==> src/rtl/bcd_display_mux.sv <==
// Multiplexed 7-segment driver for a packed BCD word. A new word is taken on a
// load strobe and becomes visible only at a frame boundary, so a frame never mixes two values.
module bcd_display_mux #(
  parameter int OUTPUT_DIGITS = 3,
  parameter int CLOCK_HZ      = 1_000_000,
  parameter int DWELL_US      = 1000
) (
  input  logic                       Clock,
  input  logic                       Reset,
  input  logic                       Load_i,
  input  logic [OUTPUT_DIGITS*4-1:0] BCD_i,
  output logic [6:0]                 Segments_o,
  output logic [OUTPUT_DIGITS-1:0]   Digits_o
);

  localparam int TICKS = CLOCK_HZ / 1_000_000 * DWELL_US;
  localparam int PRE_W = $clog2(TICKS);
  localparam int IDX_W = (OUTPUT_DIGITS > 1) ? $clog2(OUTPUT_DIGITS) : 1;
  localparam int BCD_W = OUTPUT_DIGITS * 4;

  logic [PRE_W-1:0]         prescaler_q, prescaler_d;
  logic [IDX_W-1:0]         index_q, index_d;
  logic [BCD_W-1:0]         pending_q, pending_d;
  logic                     pending_valid_q, pending_valid_d;
  logic [BCD_W-1:0]         shown_q, shown_d;
  logic                     shown_valid_q, shown_valid_d;
  logic [6:0]               segments_q, segments_d;
  logic [OUTPUT_DIGITS-1:0] digits_q, digits_d;

  logic                     tick_end;
  logic                     frame_end;
  logic [3:0]               digit_w [OUTPUT_DIGITS];
  logic [OUTPUT_DIGITS-1:0] blank_w;
  logic [OUTPUT_DIGITS:0]   zero_above;
  logic [3:0]               cur_digit;
  logic                     cur_blank;

  function automatic logic [6:0] seg_decode(input logic [3:0] d);
    case (d)
      4'd0:    seg_decode = 7'h3F;
      4'd1:    seg_decode = 7'h06;
      4'd2:    seg_decode = 7'h5B;
      4'd3:    seg_decode = 7'h4F;
      4'd4:    seg_decode = 7'h66;
      4'd5:    seg_decode = 7'h6D;
      4'd6:    seg_decode = 7'h7D;
      4'd7:    seg_decode = 7'h07;
      4'd8:    seg_decode = 7'h7F;
      4'd9:    seg_decode = 7'h6F;
      default: seg_decode = 7'h40;
    endcase
  endfunction

  assign tick_end  = (prescaler_q == PRE_W'(TICKS - 1));
  assign frame_end = tick_end && (index_q == IDX_W'(OUTPUT_DIGITS - 1));

  // zero_above[k] is set when digit k and every digit above it are zero.
  assign zero_above[OUTPUT_DIGITS] = 1'b1;
  for (genvar gi = 0; gi < OUTPUT_DIGITS; gi++) begin : g_digit
    assign digit_w[gi]    = shown_q[gi*4 +: 4];
    assign zero_above[gi] = zero_above[gi+1] && (digit_w[gi] == 4'd0);
    if (gi == 0) begin : g_units
      assign blank_w[gi] = 1'b0;
    end else begin : g_upper
      assign blank_w[gi] = zero_above[gi];
    end
  end

  always_comb begin
    cur_digit = 4'd0;
    cur_blank = 1'b0;
    digits_d  = '0;
    for (int k = 0; k < OUTPUT_DIGITS; k++) begin
      if (index_q == IDX_W'(k)) begin
        cur_digit   = digit_w[k];
        cur_blank   = blank_w[k];
        digits_d[k] = 1'b1;
      end
    end
    segments_d = (!shown_valid_q || cur_blank) ? 7'h00 : seg_decode(cur_digit);
  end

  always_comb begin
    prescaler_d     = tick_end ? '0 : prescaler_q + 1'b1;
    index_d         = index_q;
    if (tick_end) begin
      index_d = frame_end ? '0 : index_q + 1'b1;
    end
    pending_d       = pending_q;
    pending_valid_d = pending_valid_q;
    shown_d         = shown_q;
    shown_valid_d   = shown_valid_q;
    // A load landing on the boundary edge bypasses Pending and drops any older value.
    if (frame_end && Load_i) begin
      shown_d         = BCD_i;
      shown_valid_d   = 1'b1;
      pending_valid_d = 1'b0;
    end else if (frame_end && pending_valid_q) begin
      shown_d         = pending_q;
      shown_valid_d   = 1'b1;
      pending_valid_d = 1'b0;
    end else if (Load_i) begin
      pending_d       = BCD_i;
      pending_valid_d = 1'b1;
    end
  end

  always_ff @(posedge Clock or negedge Reset) begin
    if (!Reset) begin
      prescaler_q     <= '0;
      index_q         <= '0;
      pending_q       <= '0;
      pending_valid_q <= 1'b0;
      shown_q         <= '0;
      shown_valid_q   <= 1'b0;
      segments_q      <= '0;
      digits_q        <= '0;
    end else begin
      prescaler_q     <= prescaler_d;
      index_q         <= index_d;
      pending_q       <= pending_d;
      pending_valid_q <= pending_valid_d;
      shown_q         <= shown_d;
      shown_valid_q   <= shown_valid_d;
      segments_q      <= segments_d;
      digits_q        <= digits_d;
    end
  end

  assign Segments_o = segments_q;
  assign Digits_o   = digits_q;

endmodule
==> config.mk <==
export PLATFORM = sky130hd
export DESIGN_NAME = bcd_display_mux
export DESIGN_NICKNAME = d
export VERILOG_FILES = /design/src/rtl/bcd_display_mux.sv
export SDC_FILE = /design/constraint.sdc
export NUM_CORES = 1
export LEC_CHECK = 0
export BUFFER_PORTS_ARGS = -buffer_cell sky130_fd_sc_hd__clkbuf_2
export CAP_MARGIN = 40
export CORE_UTILIZATION = 55
export CTS_BUF_LIST = sky130_fd_sc_hd__clkbuf_4 sky130_fd_sc_hd__clkbuf_8 sky130_fd_sc_hd__clkbuf_16
export DETAILED_ROUTE_END_ITERATION = 7
export GPL_TIMING_DRIVEN = 0
export PLACE_DENSITY = 0.75
export SLEW_MARGIN = 25
export SYNTH_ARGS = -nofsm -noshare
export SYNTH_HDL_FRONTEND = slang
export SYNTH_SLANG_ARGS = --single-unit
==> constraint.sdc <==
create_clock -name Clock -period 3.6 [get_ports Clock]
set_clock_uncertainty 0.15 [all_clocks]
set_input_delay 0.36 -clock Clock [delete_from_list [all_inputs] [get_ports Clock]]
set_output_delay 0.36 -clock Clock [all_outputs]
set_load 0.02 [all_outputs]
; Word level (Yosys, flattened, before mapping)
; Memories as Yosys holds them, arrays and structs flattened.
; Cells that the tools add are included.
[word_totals]
regBits = 48
latch_bits = 0
ramBits = 0
mem_bits_ro = 112
output_inout_bits = 10
word_cells = 46
n_memories = 1
[classes]
addsub = 2
multipliers = 0
div = 0
n_lt_le_gt_ge = 0
eq_ne = 3
n_shift = 0
muxes = 18
bitwise_logic = 2
reduce_logical = 12
[memory_table]
columns = name, depth, word_bits, rd, rd_ports_with_merged_regs, write_ports, line
row1 = (name not given), 16, 7, 1, 0, 0, 39  ; case (d)
[ops]
columns = cell, count
row1 = $mux 12, 2
row2 = $mux 4, 3
row3 = $add 10x1->10 const B, 1
row4 = $eq 10x10->1 const B, 1
row5 = $mux 1, 10
row6 = $mux 10, 1
row7 = $logic_not 4->1, 2
row8 = $mux 7, 1
row9 = $logic_and 1x1->1, 4
row10 = $reduce_and 3->1, 1
row11 = $reduce_bool 3->1, 1
row12 = $add 2x1->2 const B, 1
row13 = $eq 2x1->1 const B, 1
row14 = $eq 2x2->1 const B, 1
row15 = $logic_not 2->1, 1
row16 = $mux 2, 1
row17 = $not 1->1, 2
row18 = $reduce_bool 2->1, 1
row19 = $logic_not 1->1, 1
row20 = $logic_or 1x1->1, 1

; Depth between registers and ports, before layout
; Gate-level depths: netlist (run 1).
[depth]
word_depth = 6
depth_mapped = 9
mapped_depth_nobuf = 7

; Worst setup path after synthesis (run 1)
; Ideal clock, no wire load.
[synth_timing]
path_kind = register to register
start = register index_q[1]
end = register segments_q[3] (netlist: Segments_o[3])
setup_ps = 94
arrival_time_ps = 1889
t_required_ps = 3356
slack_ps = 1467
path_stages_with_launch = 9
period_less_slack_ps = 2133
cell_sequence = dfrtp_1 > buf_6 > nor2b_4 > buf_6 > a2bb2oi_1 > inv_1 > ha_1 > mux2_2 > a211oi_1
[synth_between]
elab_chain_cells = 6
elab_cells_between_ends = 11
cone_classes = eq/ne: 2 / mux: 6 / reduce/logical: 2 / memory: 1
[synth_lines]
columns = element, line
row1 = "start, declared", 22  ; logic [IDX_W-1:0] index_q, index_d;
row2 = "start signal, assigned", 120  ; index_q <= index_d;
row3 = $logic_not 2->1, 74  ; if (index_q == IDX_W'(k)) begin
row4 = $mux 4 (3 in a row), 74
row5 = $mem_v2 16x7, n/a
row6 = $mux 7 (*), 80  ; segments_d = (!shown_valid_q || cur_blank) ? 7'h00 : seg_decode(cur_digit);
row7 = via segments_d[3], 27  ; logic [6:0] segments_q, segments_d;
row8 = "end signal, assigned", 125  ; segments_q <= segments_d;
row9 = "end, declared", 27
; Mark *: on every way through the listed nets, which the timed path passes. The rest lies on a longest branch.
; A chain may end at the register's enable or synchronous reset.

; Final worst setup path (run 1)
; Same ends and word-level chain as after synthesis.

==> impl_results.md, run 1 <==
* Status: finished, final reports clean
* Critical path launch point type: register
* Length in cells of the worst reg-to-reg path at 8
* Ant. Diodes at 0
* Post CTS Setup Buffer Count at 0
* Library cells used by synthesis at 38
* DRT Pass-1 Iters at 4
* Syn Std Cell Area at 2330 um2
* Synthesized flop and latch total at 48
* Final Critical Period at about 2500 ps
* Max transition margin at 57.0%
* Max Cap Viol at 0
* Clk Tree Root Cell: clkbuf_8
* Num ports at 25
* GPL Wtd Cong at 0.784
* Part of the Yosys area used for sequential elements at 51.6%
* Drc violations at 0
* Initial core utilization at 57.8%
* CTS max path bufs at 2
* First-pass GRT wire length at 7.24 mm
* Mean Syn Cell Area at about 12 um2
* Yosys warns at 0
* Post-synth top area cell: dfrtp_1
* Mapped Cells at 200
* CTS clk-pin slew, worst paths at 80 ps
* Number of fill cells at 329
* Vias in the first global route at 1581
* Vias/cell at 5.56
* # clock sinks at 48
* Vias at 1568
* Multi-input gate area at between 1000 and 1500 um2
* Initial antenna violation count at 0
* CTS tree: done
* Core Area at 4030 um2
* Worst setup margin at 1130 ps
* Maximum clock rate at 0.405 GHz
* CTS H-Tree Depth at 2
* Crit path kind: reg -> reg
* Area growth, synth to finish at 12.4%
* Peak supply drop at 0.240 mV
* Routed WL at 4.13 mm
* Worst slew pin tran at about 650 ps
* Worst skew pair latency at ~300 ps
* Post-synth top area share at around half
* Chip width at 67.1 um
* Die ar. at 4500 um2
* Hold buffers post-CTS at 1
* Largest net degree at the start of global routing at 49
* GR Overflow Total at 0
* Worst r2r src: index_q[1]$_DFFE_PN0N_
* Number of gates resized after CTS at 0
* Share of cells above drive strength 1 at 28.9%
* Hold Path Stages at 2
* Wirelength per Cell at 14.6 um
* RSZ-0062 raised after global routing: no
* Nets at 251
* Final hold violation count at 0
* Data arrival, critical path at 2520 ps
* Synthesized net count at 220
* Setup TNS at 0 ps
* # rows at 23
* Crit Path Max Fanout at 8
* Gr usage total at about 22%
* Pwr dens at 367 nW/um2
* DRT antenna net count at 0
* Fin crit share at 68.6%
* Die Ht at 67.1 um
* Crit path capture type: register
* Post-DP HPWL at 2.84 mm
* Iteration-0 DRC Markers at 135
* Register Area at 1200 um2
* CP Data Required Time at 3650 ps
* Max Transition Viols Final at 0
* Final setup vio count at 0
* Synth top area cells: dfrtp_1 52%, mux2_2 8.2%, o31ai_1 4.2%
* Hold Crit Start: BCD_i[3]
* Worst Setup SP: index_q[1]$_DFFE_PN0N_
* IO buf count at 23
* Place WS at ~1200 ps
* Leakage at roughly 1.2 nW
* Class of the worst hold path: in -> reg
* Inserted Clock Buffers at 5
path summary, 6_finish.rpt:
path                                       endpoint  slack, ps
max                         Segments_o[3]$_DFF_PN0_       1130
min                        pending_q[3]$_DFFE_PN0P_        150
min reg2reg                prescaler_q[0]$_DFF_PN0_        320
max in group asynchronous  pending_q[8]$_DFFE_PN0P_       2380
min in group asynchronous  prescaler_q[0]$_DFF_PN0_        490
max reg2reg                 Segments_o[3]$_DFF_PN0_       1130
sequential cells by signal (all words and copies together), names as in the netlist:
signal,count
shown_valid_q,1
index_q,2
Digits_o,3
pending_valid_q,1
shown_q,12
prescaler_q,10
pending_q,12
Segments_o,7
routing by layer:
layer | wire, um | up-vias | track usage (%)
met1 | 1990 | 750 | 29.4
li1 | - | 784 | -
met5 | 0 | - | 0
met3 | 122 | 7 | 4.11
met4 | 70 | 0 | 8.78
met2 | 1950 | 27 | 34.0
Yosys cell counts:
library cell and number:
a21oi_1 16, mux2i_1 7, dfrtp_1 48, clkbuf_1 4
or4_1 1, nand3_1 3, and4bb_2 1, nor2b_1 13
buf_6 3, and2_1 2, xnor2_1 1, a2bb2oi_1 2
a211oi_1 2, a311oi_1 1, and4_4 1, and3_1 2
nand2b_1 1, nor2b_4 1, xor2_1 5, a21oi_2 1
a2bb2oi_4 1, clkbuf_8 1, nand4_1 3, inv_1 3
o21ai_0 14, and2b_2 1, a211oi_2 2, nor2_1 10
o31ai_1 13, nand2_1 6, ha_1 5, nor4_1 1
mux2_2 17, nor3_1 1, o21ai_2 2, buf_4 2
a2bb2oi_2 1, buf_2 2
final cells by class:
cell class	instances	area share [%]
well taps	50	2.39
flip-flops and latches	48	45.9
inverters	3	0.430
multi-input cells	137	39.3
clock buffers	8	3.73
plain buffers	12	3.35
repair buffers	24	4.88
logic make-up (layout without fill, tap and decap cells):
family / after synthesis / after routing / synth area share, %
compound gates: 55 / 55 / 16.4
xor+xnor: 6 / 6 / 2.26
fa+ha+maj: 5 / 5 / 2.69
buf+inv: 15 / 47 / 4.24
flops: 48 / 48 / 51.6
mux: 24 / 24 / 11.2
simple gates: 47 / 47 / 11.7
where the power goes:
group	switching [W]	total (W)	internal (W)
Sequential	0.00000616	0.000558	0.000552
Clock	0.000174	0.000346	0.000172
Combinational	0.0000291	0.0000553	0.0000262
Total	0.000209	0.000960	0.000750
through the flow:
| stage | instances | cell area [um2] | utilization [%] | total power [W] | hold slack (ps) |
|---|---|---|---|---|---|
| finish | 282 | 2620 | 65.0 | 0.000960 | 150 |
| global route | 282 | 2620 | 65.0 | 0.000990 | 150 |
| CTS | 282 | 2620 | 65.0 | 0.000966 | 149 |
| detailed placement | 273 | 2510 | 62.3 | 0.000625 | 301 |
| global placement | 273 | 2510 | 62.2 | 0.000622 | 295 |
| floorplan | 200 | 2330 | - | 0.000599 | -85.6 |
cell usage in the layout (no fill, tap or decap), drive strengths merged, types with 2 or more instances in the layout:
cell type,n
and3,2
o21ai,16
nor2,10
mux2,17
nor2b,14
a21oi,17
clkbuf,36
nand3,3
dfrtp,48
a211oi,4
nand2,6
inv,3
and2,2
o31ai,13
buf,7
xor2,5
nand4,3
ha,5
mux2i,7
a2bb2oi,4
critical path: stages, from the launching register on:
cell and delay (ps):
dfrtp_1 380, buf_6 140, nor2b_4 120, buf_6 130, a2bb2oi_1 440, inv_1 140, ha_1 330, mux2_2 270
a211oi_1 270
(Power assumes the default switching activity.)
==> inputs of run 2 (changes only) <==
clock period = 2.3 ns   (was 3.6 ns; I/O delays follow)
==> run 2 against run 1 <==
  * Power rose by 57%
  * Critical path depth fell by 1
  * Cell count rose by 0.35%
  * Via count rose by 0.64%
  * Fmax rose by 14%
  * Flip-flop and latch count did not move
==> impl_results.md, run 2 (synthesis results as in run 1) <==
* Wirelength per Cell at 14.8 um (was 14.6 um)
* Die ar. at 4500 um2 (unchanged)
* Core Area at 4030 um2 (unchanged)
* Most common cell after layout, fill and taps aside: dfrtp_1 (unchanged)
* Core Util, Final at 66.0% (was 65.0%)
* Final setup vio count at 0 (unchanged)
* Class of the worst hold path: in -> reg (unchanged)
* CP Data Required Time at 2360 ps (was 3650 ps)
* Die Ht at 67.1 um (unchanged)
* Ant. Diodes at 0 (unchanged)
* Maximum clock rate at 0.462 GHz (was 0.405 GHz)
* Critical path launch point type: register (unchanged)
* Max Cap Viol at 0 (unchanged)
* Data arrival, critical path at 2230 ps (was 2520 ps)
* Largest net degree at the start of global routing at 49 (unchanged)
* GPL Wtd Cong at 0.784 (unchanged)
* Clk Tree Root Cell: clkbuf_8 (unchanged)
* Pwr dens at 566 nW/um2 (was 367 nW/um2)
* Crit path kind: reg -> reg (unchanged)
* Area growth, synth to finish at 14.1% (was 12.4%)
* CTS tree: done (unchanged)
* Initial core utilization at 57.8% (unchanged)
* Worst setup margin at 137 ps (was 1130 ps)
* Place WS at -109 ps (was 1190 ps)
* Worst r2r src: index_q[0]$_DFFE_PN0N_ (was index_q[1]$_DFFE_PN0N_)
* Inserted Clock Buffers at 5 (unchanged)
* Commonest cells after routing, fill and taps aside: 48 x dfrtp_1, 22 x clkbuf_2, 17 x mux2_2 (unchanged)
* Peak supply drop at 0.377 mV (was 0.240 mV)
* Iteration-0 DRC Markers at 114 (was 135)
* Worst-path cell chain: clkbuf_8 -> mux2i_2 -> a2bb2oi_4 -> inv_1 -> ha_1 -> mux2_2 -> a211oi_2 (was buf_6 -> nor2b_4 -> buf_6 -> a2bb2oi_1 -> inv_1 -> ha_1 -> mux2_2 -> a211oi_1)
* Nets at 252 (was 251)
* Crit path capture type: register (unchanged)
* Leakage at 1.23 nW (was 1.21 nW)
* # clock sinks at 48 (unchanged)
* Status: finished, final reports clean (unchanged)
* Post-Layout Inst Area at 2660 um2 (was 2620 um2)
* Crit Path Max Fanout at 8 (unchanged)
* Crit path max-delay cell type: dfrtp_1 (was a2bb2oi_1)
* DRT antenna net count at 0 (unchanged)
* Gr usage total at 21.9% (was 21.8%)
* # rows at 23 (unchanged)
* Final Hold Slack at 20.9 ps (was 150 ps)
* Final Critical Period at 2160 ps (was 2470 ps)
* Final hold violation count at 0 (unchanged)
* DP Area at 2510 um2 (unchanged)
* Num ports at 25 (unchanged)
* IO buf count at 23 (unchanged)
* Number of fill cells at 324 (was 329)
* Worst slew pin tran at 647 ps (was 646 ps)
* Worst Setup SP: index_q[0]$_DFFE_PN0N_ (was index_q[1]$_DFFE_PN0N_)
* Vias in the first global route at 1592 (was 1581)
* Setup TNS at 0 ps (unchanged)
* Initial antenna violation count at 0 (unchanged)
* Share of cells above drive strength 1 at 30.9% (was 28.9%)
* CTS clk-pin slew, worst paths at 80 ps (about the same)
* Chip width at 67.1 um (unchanged)
* Drc violations at 0 (unchanged)
* DRT Pass-1 Iters at 4 (unchanged)
* Largest registers: pending_q (12), shown_q (12), prescaler_q (10) (unchanged)
* Fin crit share at 94.0% (was 68.6%)
* Vias at 1578 (was 1568)
* Vias/cell at 5.58 (was 5.56)
* Post-DP HPWL at 2.84 mm (unchanged)
* GR Overflow Total at 0 (unchanged)
* Max transition margin at 56.9% (was 57.0%)
* Worst skew pair latency at 300 ps (about the same)
* Max stage delay on crit path at 340 ps (was 440 ps)
* Hold Crit Start: BCD_i[3] (unchanged)
* Routed WL at 4.19 mm (was 4.13 mm)
* RSZ-0062 raised after global routing: no (unchanged)
* Max Transition Viols Final at 0 (unchanged)
* First-pass GRT wire length at 7.27 mm (was 7.24 mm)
* CTS H-Tree Depth at 2 (unchanged)
* CTS max path bufs at 2 (unchanged)
==> run 2: cell count changes in the layout (fill, tap and decap cells not counted), sizes merged <==
cell	previous run	this run
buf	7	8
==> run 2: path summary, 6_finish.rpt <==
check,endpoint,slack [ps],cells after the start
hold reg to reg,prescaler_q[0]$_DFF_PN0_,320,1
setup / recovery,Segments_o[3]$_DFF_PN0_,140,7
max in group asynchronous,pending_q[8]$_DFFE_PN0P_,1210,2
setup reg to reg,Segments_o[3]$_DFF_PN0_,140,7
hold / removal,pending_q[3]$_DFFE_PN0P_,20,2
min in group asynchronous,prescaler_q[0]$_DFF_PN0_,360,2
==> run 2: layout make-up <==
class	instances	area [um2]	area share (%)
buffer	12	87.6	3.30
clock buffer	8	97.6	3.67
inverter	3	11.3	0.424
multi-input combinational	137	1060	40.0
sequential	48	1200	45.2
tap	50	62.6	2.35
timing repair buffer	25	135	5.08
==> run 2: critical path: cells and delay by family (launching register included) <==
kind	cells	cell delay [ps]
compound gates	2	470
mux	2	540
fa+ha+maj	1	310
buf+inv	2	260
flops	1	340
==> run 2: per-layer routing <==
metal | wire length [um] | track usage [%] | vias up
met5 | 0 | 0 | -
met4 | 70 | 9.31 | 0
met3 | 110 | 4.28 | 7
met2 | 1980 | 34.4 | 25
met1 | 2030 | 29.1 | 760
li1 | - | - | 786
==> run 2: timing repair <==
action | CTS | global route
setup endpoints to repair | 1 | 2
hold endpoints to repair | 48 | 0
hold buffers | 1 | 0
setup buffers | 0 | 1
pin swaps | 0 | 1
resized for setup | 1 | 4
==> run 2: power breakdown <==
group / internal [W] / switching [W]
Sequential: 0.000864 / 0.00000973
Combinational: 0.0000410 / 0.0000458
Clock: 0.000269 / 0.000274
==> run 2: stage by stage <==
stage	std cells	total power, W
final	283	0.00150
after global routing	283	0.00155
after CTS	282	0.00151
after detailed placement	273	0.000978
after global placement	273	0.000974
after floorplan	200	0.000937
==> inputs of run 3 (changes only) <==
HOLD_SLACK_MARGIN = 0.03   (was default)
==> run 3 against run 2 <==
  * Setup slack improved by 1.6 ps
  * Global-route usage rose by 0.64 points
  * Via count rose by 2.7%
  * Worst hold slack improved by 9.2 ps
  * Core utilization rose by 2.2 points
  * Critical path depth did not move
  * Die area did not move
  * Fmax barely moved
  * Wire length rose by 2.5%
  * Power rose by 0.85%
  * First-iteration DRC count rose by 22%
  * Largest cell class unchanged
  * Highest routed layer unchanged
==> impl_results.md, run 3 (synthesis results as in run 1) <==
* Status: finished, final reports clean (unchanged)
* GR Overflow Total at 0 (unchanged)
* Clk Tree Root Cell: clkbuf_8 (unchanged)
* Final Hold Slack at 30.1 ps (was 20.9 ps)
* IO buf count at 23 (unchanged)
* Pwr dens at 552 nW/um2 (was 566 nW/um2)
* Reg2reg setup slack at 140 ps (about the same)
* Ant. Diodes at 0 (unchanged)
* Initial core utilization at 57.8% (unchanged)
* Initial antenna violation count at 0 (unchanged)
* Num ports at 25 (unchanged)
* Fin crit share at 94.0% (about the same)
* Core Area at 4030 um2 (unchanged)
* Vias at 1621 (was 1578)
* CTS tree: done (unchanged)
* DRT antenna net count at 0 (unchanged)
* Critical path launch point type: register (unchanged)
* GPL Wtd Cong at 0.784 (unchanged)
* Crit path capture type: register (unchanged)
* Inserted Clock Buffers at 5 (unchanged)
* Chip width at 67.1 um (unchanged)
* Vias/cell at 5.55 (was 5.58)
* CTS H-Tree Depth at 2 (unchanged)
* Post-DP HPWL at 2.84 mm (unchanged)
* # clock sinks at 48 (unchanged)
* Area growth, synth to finish at 17.9% (was 14.1%)
* Post-Layout Inst Area at 2750 um2 (was 2660 um2)
* Maximum clock rate at 0.463 GHz (was 0.462 GHz)
* CP Data Required Time at 2360 ps (about the same)
* RSZ-0062 raised after global routing: no (unchanged)
* Largest registers: pending_q (12), shown_q (12), prescaler_q (10) (unchanged)
* DP Area at 2510 um2 (unchanged)
* Max transition margin at 56.9% (about the same)
* Data arrival, critical path at 2220 ps (was 2230 ps)
* First-pass GRT wire length at 7.49 mm (was 7.27 mm)
* Most common cell after layout, fill and taps aside: dfrtp_1 (unchanged)
* Gr usage total at 22.5% (was 21.9%)
* Peak supply drop at 0.385 mV (was 0.377 mV)
* Leakage at 1.26 nW (was 1.23 nW)
* Max Transition Viols Final at 0 (unchanged)
* DRT Pass-1 Iters at 4 (unchanged)
* Commonest cells after routing, fill and taps aside: 48 x dfrtp_1, 22 x clkbuf_2, 17 x mux2_2 (unchanged)
* Share of cells above drive strength 1 at 29.8% (was 30.9%)
* Wirelength per Cell at 14.7 um (was 14.8 um)
* CTS clk-pin slew, worst paths at 90 ps (was 80 ps)
* Max Cap Viol at 0 (unchanged)
* Worst skew pair latency at 300 ps (about the same)
* # rows at 23 (unchanged)
* Largest net degree at the start of global routing at 49 (unchanged)
* Routed WL at 4.29 mm (was 4.19 mm)
* Crit Path Max Fanout at 8 (unchanged)
* Die ar. at 4500 um2 (unchanged)
* Worst slew pin tran at 647 ps (about the same)
* Iteration-0 DRC Markers at 139 (was 114)
* Core Util, Final at 68.2% (was 66.0%)
* Final Critical Period at 2160 ps (about the same)
* Final setup vio count at 0 (unchanged)
* Die Ht at 67.1 um (unchanged)
* Vias in the first global route at 1675 (was 1592)
* Drc violations at 0 (unchanged)
* Crit path kind: reg -> reg (unchanged)
* CTS max path bufs at 2 (unchanged)
* Nets at 261 (was 252)
* Class of the worst hold path: in -> reg (unchanged)
* Final hold violation count at 0 (unchanged)
## run 3: cell types whose count changed in the layout (fill, tap and decap cells not counted)
cell	delta
dlygate4sd3_1	+9
## run 3: worst paths after layout
path | cells past startpoint | startpoint | to
setup / recovery | 7 | index_q[0]$_DFFE_PN0N_ | Segments_o[3]$_DFF_PN0_
hold / removal | 2 | BCD_i[1] | pending_q[1]$_DFFE_PN0P_
setup reg to reg | 7 | index_q[0]$_DFFE_PN0N_ | Segments_o[3]$_DFF_PN0_
hold reg to reg | 1 | prescaler_q[0]$_DFF_PN0_ | prescaler_q[0]$_DFF_PN0_
max in group asynchronous | 2 | Reset | pending_q[8]$_DFFE_PN0P_
min in group asynchronous | 2 | Reset | prescaler_q[0]$_DFF_PN0_
## run 3: what timing repair did
| action | 4_1_cts | 5_1_grt |
|---|---|---|
| hold buffers | 10 | 0 |
| endpoints found under the setup margin | 1 | 2 |
| hold endpoints to repair | 57 | 0 |
| cloned | 0 | 0 |
| pin swaps | 0 | 1 |
| resized for setup | 1 | 4 |
| setup buffers | 0 | 1 |
## run 3: per-layer routing
layer / vias to the layer above / track usage, % / wire (um)
li1: 803 / - / -
met1: 781 / 29.3 / 2030
met2: 30 / 36.4 / 2080
met3: 7 / 4.28 / 121
met4: 0 / 9.31 / 70
met5: - / 0 / 0
## run 3: area by class of cell
type | count | area, um2
flip-flops and latches | 48 | 1200
multi-input cells | 137 | 1060
plain buffers | 12 | 87.6
inverters | 3 | 11.3
clock buffers | 8 | 97.6
well taps | 50 | 62.6
fillers | 310 | 1280
repair buffers | 34 | 225
## run 3: stage by stage
step           worst slack (ps)  total power, W  setup TNS (ps)  instances
3_5_place_dp               -109        0.000978            -109        273
4_1_cts                    24.0         0.00152               0        291
3_3_place_gp               10.3        0.000974               0        273
6_report                    139         0.00152               0        292
2_1_floorplan               167        0.000937               0        200
5_1_grt                    28.6         0.00156               0        292
## run 3: power by group
group	internal, W	switching [W]
clock network	0.000269	0.000275
registers	0.000864	0.00000962
logic	0.0000509	0.0000484
## run 3: worst max-delay path, stage by stage, from the launching register on
cell and delay [ps]:
dfrtp_1 340, clkbuf_8 170, mux2i_2 260, a2bb2oi_4 230, inv_1 90, ha_1 310, mux2_2 280, a211oi_2 240
